--- src/rtl/mem_access_pkg.sv ---
// Shared types and constants for the MEM-stage data-memory access unit.
// Holds the FSM encoding, EX/MEM control-bit positions and byte-enable patterns.
package mem_access_pkg;

    typedef enum logic [1:0] {
        IDLE = 2'd0,
        REQ  = 2'd1,
        DONE = 2'd2
    } memState_t;

    // Bit positions of the memory-related flags inside the EX/MEM control word
    localparam int MEMREAD  = 2;
    localparam int MEMWRITE = 4;
    localparam int REGWRITE = 6;
    localparam int WORD     = 8;

    localparam logic [3:0] BE_NONE  = 4'h0;
    localparam logic [3:0] BE_BYTE0 = 4'h1;
    localparam logic [3:0] BE_WORD  = 4'hF;

    function automatic logic [3:0] laneEnable(input logic [1:0] lane);
        return BE_BYTE0 << lane;
    endfunction

endpackage

--- src/rtl/mem_byte_lane.sv ---
// Combinational byte-lane steering: byte enables, store-data replication and
// zero-extended load extraction for byte or word accesses.
module mem_byte_lane
    import mem_access_pkg::*;
(
    input  logic [1:0]  lane,
    input  logic        word,
    input  logic [31:0] storeData,
    input  logic [31:0] readData,
    output logic [3:0]  byteEn,
    output logic [31:0] wData,
    output logic [31:0] loadData
);

    always_comb begin
        byteEn   = BE_NONE;
        wData    = storeData;
        loadData = readData;
        if (word) begin
            byteEn = BE_WORD;
        end else begin
            byteEn   = laneEnable(lane);
            wData    = {4{storeData[7:0]}};
            loadData = {24'd0, readData[{lane, 3'b000} +: 8]};
        end
    end

endmodule

--- src/rtl/mem_access_unit.sv ---
// MEM pipeline stage: runs a req/ack data-memory transaction for loads/stores,
// stalls upstream while it is outstanding and drives the MEM/WB registers.
module mem_access_unit
    import mem_access_pkg::*;
#(
    parameter int TIMEOUT = 16,
    parameter int ADDR_W  = 32
) (
    input  logic              clock,
    input  logic              reset_n,
    input  logic [31:0]       inResult,
    input  logic [31:0]       inReadRegister2,
    input  logic              inMemRead,
    input  logic              inMemWrite,
    input  logic              inRegWrite,
    input  logic              inWord,
    input  logic [4:0]        inRd,
    output logic              stall,
    output logic              memReq,
    output logic              memWe,
    output logic [ADDR_W-1:0] memAddr,
    output logic [31:0]       memWData,
    output logic [3:0]        memByteEn,
    input  logic [31:0]       memRData,
    input  logic              memAck,
    output logic [31:0]       outResult,
    output logic [31:0]       outReadData,
    output logic [4:0]        outRd,
    output logic              outRegWrite,
    output logic              outMemToReg,
    output logic              misalign,
    output logic              busErr
);

    localparam int CNT_W = (TIMEOUT > 2) ? $clog2(TIMEOUT) : 1;
    localparam logic [CNT_W-1:0] CNT_LAST = CNT_W'(TIMEOUT - 1);

    memState_t        state, stateNext;
    logic [CNT_W-1:0] counter;
    logic [31:0]      resultReg;
    logic [31:0]      loadDataReg;
    logic [4:0]       rdReg;
    logic             regWriteReg;
    logic             readReg;
    logic             errReg;
    logic [1:0]       laneReg;
    logic             wordReg;

    logic        access;
    logic        aligned;
    logic        timeoutHit;
    logic [1:0]  laneSel;
    logic        wordSel;
    logic [3:0]  laneByteEn;
    logic [31:0] laneWData;
    logic [31:0] laneLoad;
    logic [31:0] alignedAddr;

    assign access      = inMemRead | inMemWrite;
    assign aligned     = ~inWord | (inResult[1:0] == 2'b00);
    assign timeoutHit  = (counter == CNT_LAST);
    assign alignedAddr = {inResult[31:2], 2'b00};
    assign stall       = ((state == IDLE) & access & aligned) | (state == REQ);

    // Lane steering follows the live instruction in IDLE and the latched one afterwards
    assign laneSel = (state == IDLE) ? inResult[1:0] : laneReg;
    assign wordSel = (state == IDLE) ? inWord : wordReg;

    mem_byte_lane uLane (
        .lane      (laneSel),
        .word      (wordSel),
        .storeData (inReadRegister2),
        .readData  (memRData),
        .byteEn    (laneByteEn),
        .wData     (laneWData),
        .loadData  (laneLoad)
    );

    always_comb begin
        stateNext = state;
        case (state)
            IDLE:    if (access && aligned) stateNext = REQ;
            REQ:     if (memAck || timeoutHit) stateNext = DONE;
            DONE:    stateNext = IDLE;
            default: stateNext = IDLE;
        endcase
    end

    always_ff @(posedge clock or negedge reset_n) begin
        if (!reset_n) begin
            state       <= IDLE;
            counter     <= '0;
            resultReg   <= '0;
            loadDataReg <= '0;
            rdReg       <= '0;
            regWriteReg <= 1'b0;
            readReg     <= 1'b0;
            errReg      <= 1'b0;
            laneReg     <= '0;
            wordReg     <= 1'b0;
            memReq      <= 1'b0;
            memWe       <= 1'b0;
            memAddr     <= '0;
            memWData    <= '0;
            memByteEn   <= '0;
            outResult   <= '0;
            outReadData <= '0;
            outRd       <= '0;
            outRegWrite <= 1'b0;
            outMemToReg <= 1'b0;
            misalign    <= 1'b0;
            busErr      <= 1'b0;
        end else begin
            state    <= stateNext;
            misalign <= 1'b0;
            case (state)
                IDLE: begin
                    if (!access || !aligned) begin
                        outResult   <= inResult;
                        outRd       <= inRd;
                        outRegWrite <= inRegWrite & ~access;
                        outMemToReg <= 1'b0;
                        misalign    <= access;
                    end else begin
                        // Dual read/write flags resolve to a write
                        resultReg   <= inResult;
                        rdReg       <= inRd;
                        regWriteReg <= inRegWrite;
                        readReg     <= inMemRead & ~inMemWrite;
                        laneReg     <= inResult[1:0];
                        wordReg     <= inWord;
                        errReg      <= 1'b0;
                        counter     <= '0;
                        memReq      <= 1'b1;
                        memWe       <= inMemWrite;
                        memAddr     <= alignedAddr[ADDR_W-1:0];
                        memWData    <= laneWData;
                        memByteEn   <= laneByteEn;
                        outRegWrite <= 1'b0;
                    end
                end
                REQ: begin
                    outRegWrite <= 1'b0;
                    counter     <= counter + 1'b1;
                    if (memAck) begin
                        memReq <= 1'b0;
                        memWe  <= 1'b0;
                        if (readReg) loadDataReg <= laneLoad;
                    end else if (timeoutHit) begin
                        memReq <= 1'b0;
                        memWe  <= 1'b0;
                        busErr <= 1'b1;
                        errReg <= 1'b1;
                    end
                end
                DONE: begin
                    outResult   <= resultReg;
                    outRd       <= rdReg;
                    outReadData <= loadDataReg;
                    outRegWrite <= regWriteReg & ~errReg;
                    outMemToReg <= readReg;
                end
                default: ;
            endcase
        end
    end

endmodule

--- config.mk ---
export PLATFORM = sky130hd
export DESIGN_NAME = mem_access_unit
export DESIGN_NICKNAME = d
export VERILOG_FILES = /design/src/rtl/mem_access_pkg.sv /design/src/rtl/mem_byte_lane.sv /design/src/rtl/mem_access_unit.sv
export SDC_FILE = /design/constraint.sdc
export NUM_CORES = 1
export LEC_CHECK = 0
export CAP_MARGIN = 5
export CORE_ASPECT_RATIO = 0.6
export CORE_MARGIN = 3
export CORE_UTILIZATION = 42
export CTS_CLUSTER_DIAMETER = 80
export CTS_CLUSTER_SIZE = 16
export DETAILED_ROUTE_END_ITERATION = 16
export PLACE_DENSITY = 0.73
export SYNTH_ARGS = -nofsm -noshare
export SYNTH_HDL_FRONTEND = slang
export SYNTH_SLANG_ARGS = --single-unit
--- constraint.sdc ---
create_clock -name clock -period 1.8 [get_ports clock]
set_input_delay 0.45 -clock clock [delete_from_list [all_inputs] [get_ports clock]]
set_output_delay 0.45 -clock clock [all_outputs]
set_load 0.1 [all_outputs]
==> metrics.txt <==
# TYPE chip_impl_metric gauge
chip_impl_info{name="min_from",value="loadDataReg[1]"} 1
chip_impl_info{name="worstSetupPathType",value="reg -> out"} 1
chip_impl_info{name="rsz_0062_raised_after_global_routing",value="yes"} 1
chip_impl_metric{name="grt_first_pass_wirelength",unit="um"} 38700
chip_impl_info{name="tritoncts",value="yes"} 1
chip_impl_metric{name="crit_path_arrival_time",unit="ns"} 1.56
chip_impl_metric{name="slowest_stage_delay_on_critical_path",unit="ns"} 0.39
chip_impl_metric{name="yosysSeqAreaShare",unit=""} 0.588
chip_impl_info{name="worstPathCellList",value="inv_2 -> buf_12 -> ha_4 -> buf_6 -> nand2b_4 -> buf_12"} 1
chip_impl_metric{name="gpl.final_weighted_congestion",unit=""} 0.798
chip_impl_info{name="crit_path_frequent_cell",value="sky130_fd_sc_hd__buf_12"} 1
chip_impl_metric{name="avgViaCountPerCell",unit=""} 5.35
chip_impl_metric{name="synth_cell_type_count",unit=""} 40
chip_impl_metric{name="worstRegToRegCells",unit=""} 9
chip_impl_metric{name="drt-total-wl",unit="um"} 25900
chip_impl_metric{name="yosys_warnings",unit=""} 0
chip_impl_metric{name="netlist_instances",unit=""} 643
chip_impl_metric{name="antenna_cells",unit=""} 0
chip_impl_metric{name="final_cell_count_no_fill",unit=""} 1204
chip_impl_metric{name="syn_area",unit="sq um"} 8080
chip_impl_info{name="worstSetupEndpointType",value="output pin"} 1
chip_impl_info{name="worst_hold_path.endpoint",value="outReadData[1]"} 1
chip_impl_metric{name="detailedRoute.firstIterationViolations",unit=""} 417
chip_impl_metric{name="yosys.area_share.adder",unit=""} 0.0108
chip_impl_info{name="regToRegEndpoint",value="loadDataReg[0]"} 1
chip_impl_info{name="netlist_top_cells_area",value="sky130_fd_sc_hd__dfrtp_1, sky130_fd_sc_hd__mux2i_1, sky130_fd_sc_hd__mux2_1"} 1
chip_impl_metric{name="worst-path-max-fanout",unit=""} 3
chip_impl_metric{name="drt_first_pass_iters",unit=""} 5
chip_impl_metric{name="grt_usage",unit=""} 0.237
chip_impl_info{name="run_status",value="complete, but fails checks"} 1
chip_impl_metric{name="post-route-cell-area",unit="sq um"} 14000
chip_impl_metric{name="number_of_port_buffers",unit=""} 249
chip_impl_metric{name="clock-sinks",unit=""} 190
chip_impl_metric{name="timing.hold.worst_path_depth",unit=""} 1
chip_impl_metric{name="design.portCount",unit=""} 252
chip_impl_info{name="worst_setup_path_start_kind",value="flip-flop"} 1
chip_impl_metric{name="yosys_register_bits",unit=""} 190
chip_impl_metric{name="syn_avg_cell_area",unit="sq um"} 12.6
chip_impl_metric{name="h-tree-depth",unit=""} 4
chip_impl_metric{name="drc",unit=""} 0
chip_impl_metric{name="layout_cell_share_with_drive_strength_beyond_1",unit=""} 0.357
chip_impl_info{name="synth_top_family_by_area",value="multiplexers"} 1
chip_impl_metric{name="final_antenna_net_count",unit=""} 0
chip_impl_metric{name="timing.max_cap.violations",unit=""} 0
chip_impl_metric{name="globalRouteOverflowTotal",unit=""} 0
chip_impl_metric{name="core",unit="sq um"} 18400
chip_impl_metric{name="netlist.area_leader.share",unit=""} 0.588
chip_impl_metric{name="synth.area.mux_share",unit=""} 0.208
chip_impl_metric{name="die_height",unit="um"} 113
chip_impl_metric{name="clock_network_latency_to_the_later_pin_of_the_worst_skew_pair",unit="ns"} 0.43
chip_impl_metric{name="clock_transition_at_the_registers_of_the_reported_paths",unit="ns"} 0.07
chip_impl_metric{name="post_route_skew",unit="ns"} 0.00946
chip_impl_metric{name="placedInstanceArea",unit="sq um"} 12700
chip_impl_info{name="worst_path_dominant_cell_family",value="buffers and inverters"} 1
chip_impl_metric{name="die_area",unit="sq um"} 21000
chip_impl_info{name="reg2reg_from",value="state[1]"} 1
chip_impl_metric{name="cts_buffers",unit=""} 17
chip_impl_metric{name="fillerInstances",unit=""} 1131
chip_impl_metric{name="report.final.setup_viol",unit=""} 14
chip_impl_metric{name="routed-via-count",unit=""} 6440
chip_impl_info{name="violations_in_the_final_reports",value="negative setup slack"} 1
chip_impl_metric{name="reg2reg_slack",unit="ns"} -0.12
chip_impl_metric{name="pins_over_their_slew_limit",unit=""} 0
chip_impl_metric{name="timing.setup.tns",unit="ns"} -1.14
chip_impl_metric{name="final.period_utilization",unit=""} 1.12
chip_impl_metric{name="period_minus_slack",unit="ns"} 2.01
chip_impl_info{name="clk_root_buffer_cell",value="sky130_fd_sc_hd__clkbuf_16"} 1
chip_impl_info{name="yosys.area.top_type",value="sky130_fd_sc_hd__dfrtp_1"} 1
chip_impl_metric{name="final.setup.worst_slack",unit="ns"} -0.211
chip_impl_metric{name="antenna_found_initial",unit=""} 0
chip_impl_metric{name="clock_path_buffers",unit=""} 2
chip_impl_info{name="timing.critical_path.slowest_stage_cell",value="sky130_fd_sc_hd__dfrtp_1"} 1
chip_impl_metric{name="synth-compound-area-share",unit=""} 0.106
chip_impl_metric{name="grt_pass1_vias",unit=""} 6741
chip_impl_metric{name="placedCellCount",unit=""} 1146
chip_impl_metric{name="synthXorXnorAreaFrac",unit=""} 0
chip_impl_metric{name="core_rows",unit=""} 38
chip_impl_info{name="hp-class",value="reg -> reg"} 1
chip_impl_metric{name="num-nets-final",unit=""} 1066
chip_impl_metric{name="final-hold-violation-count",unit=""} 0
chip_impl_metric{name="timing.critical_path.required",unit="ns"} 1.35
chip_impl_metric{name="effective_utilization_at_floorplan",unit=""} 0.438
chip_impl_metric{name="grt_start_max_net_pins",unit=""} 44
chip_impl_metric{name="fmaxAchievable",unit="MHz"} 497
chip_impl_metric{name="flow.area_growth_from_synthesis",unit="%"} 73.4
chip_impl_metric{name="detail_route.wl_per_cell",unit="um"} 21.5
chip_impl_metric{name="post-dp-hpwl",unit="um"} 17800
chip_impl_metric{name="bufs_and_invs_on_worst_path",unit=""} 4
chip_impl_metric{name="yosys.area_share.simple",unit=""} 0.0576
chip_impl_metric{name="die_width",unit="um"} 185
chip_impl_metric{name="hold_ws",unit="ns"} 0.501
## metrics by stage
stage,setup WS [ns],utilization
after detailed placement,-0.526,0.689
after floorplan,0.0263,-
after global placement,-0.523,0.689
final,-0.211,0.760
after global routing,-0.263,0.760
after CTS,-0.233,0.735
## Yosys cell counts
master	count
sky130_fd_sc_hd__nor2_2	2
sky130_fd_sc_hd__and3_1	1
sky130_fd_sc_hd__mux2i_1	64
sky130_fd_sc_hd__o22ai_1	1
sky130_fd_sc_hd__buf_1	2
sky130_fd_sc_hd__o21ai_0	33
sky130_fd_sc_hd__conb_1	1
sky130_fd_sc_hd__buf_2	19
sky130_fd_sc_hd__or2_1	1
sky130_fd_sc_hd__ha_1	7
sky130_fd_sc_hd__nor3b_1	1
sky130_fd_sc_hd__o21ai_2	1
sky130_fd_sc_hd__buf_4	7
sky130_fd_sc_hd__nand4b_1	1
sky130_fd_sc_hd__o21a_1	1
sky130_fd_sc_hd__nor2_1	42
sky130_fd_sc_hd__mux2_1	55
sky130_fd_sc_hd__inv_1	6
sky130_fd_sc_hd__nand2_1	33
sky130_fd_sc_hd__o31ai_2	1
sky130_fd_sc_hd__a22o_1	26
sky130_fd_sc_hd__dfrtp_1	190
sky130_fd_sc_hd__nand3_1	4
sky130_fd_sc_hd__a22oi_1	8
sky130_fd_sc_hd__o211ai_1	1
sky130_fd_sc_hd__a21oi_1	42
sky130_fd_sc_hd__and2_1	10
sky130_fd_sc_hd__o21ai_1	10
sky130_fd_sc_hd__nand2b_1	7
sky130_fd_sc_hd__mux2_4	2
sky130_fd_sc_hd__clkbuf_1	12
sky130_fd_sc_hd__a32o_1	1
sky130_fd_sc_hd__o2bb2ai_1	1
sky130_fd_sc_hd__nand3_2	1
sky130_fd_sc_hd__a31oi_1	10
sky130_fd_sc_hd__o32a_1	1
sky130_fd_sc_hd__o21bai_1	1
sky130_fd_sc_hd__mux2_2	35
sky130_fd_sc_hd__or2_2	1
sky130_fd_sc_hd__buf_6	1
## worst register-to-register path: stages, from the launching register on
cell and delay, ns:
sky130_fd_sc_hd__dfrtp_1 0.39, sky130_fd_sc_hd__inv_2 0.11, sky130_fd_sc_hd__ha_4 0.17, sky130_fd_sc_hd__buf_4 0.13, sky130_fd_sc_hd__mux2i_4 0.36, sky130_fd_sc_hd__buf_6 0.17
sky130_fd_sc_hd__o21ai_4 0.07, sky130_fd_sc_hd__buf_6 0.15, sky130_fd_sc_hd__a31oi_4 0.17, sky130_fd_sc_hd__o21ai_1 0.09
## cell families (layout without fill, tap and decap cells)
group	after synthesis	after routing
other cells	1	2
buf+inv	47	366
fa+ha+maj	7	7
simple gates	104	105
mux	156	156
compound gates	138	138
flops	190	190
## worst max path at each step
stage,to,from,slack (ns),cells past startpoint
final,stall,state[1],-0.21,6
after global routing,stall,state[1],-0.26,6
after CTS,stall,state[0],-0.23,5
after detailed placement,loadDataReg[30],inWord,-0.53,4
after global placement,loadDataReg[14],inWord,-0.52,4
after floorplan,loadDataReg[7],state[0],0.03,7
## cells in the final DEF, fill, tap and decap left out, types with 10 or more instances in the layout
master / synthesis / final
sky130_fd_sc_hd__clkbuf_16: 0 / 22
sky130_fd_sc_hd__mux2_1: 55 / 50
sky130_fd_sc_hd__mux2_2: 35 / 36
sky130_fd_sc_hd__o21ai_1: 10 / 36
sky130_fd_sc_hd__and2_1: 10 / 10
sky130_fd_sc_hd__buf_12: 0 / 156
sky130_fd_sc_hd__clkdlybuf4s50_1: 0 / 103
sky130_fd_sc_hd__a22o_1: 26 / 26
sky130_fd_sc_hd__nand2_1: 33 / 33
sky130_fd_sc_hd__dfrtp_1: 190 / 190
sky130_fd_sc_hd__buf_6: 1 / 10
sky130_fd_sc_hd__nor2_1: 42 / 35
sky130_fd_sc_hd__buf_4: 7 / 44
sky130_fd_sc_hd__mux2i_1: 64 / 59
sky130_fd_sc_hd__a21oi_1: 42 / 34
## layer usage
metal | GRT usage | vias to the layer above | part of all wire
met2 | 0.348 | 258 | 0.45
met4 | 0.0504 | 0 | 0.013
met1 | 0.338 | 3243 | 0.45
met3 | 0.0905 | 29 | 0.094
li1 | - | 2910 | -
met5 | 0 | - | 0
## cell type report
type                    instances  area [sq um]  area share
repair buffers                328          4900       0.349
flip-flops and latches        190          4750       0.339
multi-input cells             408          3460       0.247
clock buffers                  19           433      0.0309
well taps                     240           300      0.0214
clock inverters                13           153      0.0109
inverters                       6          22.5     0.00161
## state kept, by name, summed over array words and instances (netlist names)
register / count
outResult: 32
outMemToReg: 1
wordReg: 1
misalign: 1
memReq: 1
loadDataReg: 32
rdReg: 5
memByteEn: 4
resultReg: 32
outReadData: 32
regWriteReg: 1
memWe: 1
outRd: 5
errReg: 1
readReg: 1
counter: 4
busErr: 1
outRegWrite: 1
state: 2
memWData: 32
## repair_timing
| action | in CTS | in global routing |
|---|---|---|
| pin swaps | 4 | 15 |
| gates cloned | 3 | 7 |
| hold buffers | 1 | 0 |
| setup buffers | 8 | 7 |
| gates resized for setup | 33 | 71 |
| hold endpoints to repair | 36 | 0 |
| endpoints found under the setup margin | 50 | 80 |
Power is not shown: default switching activity piles up to over one toggle a cycle in this logic, so the estimate is an artifact.
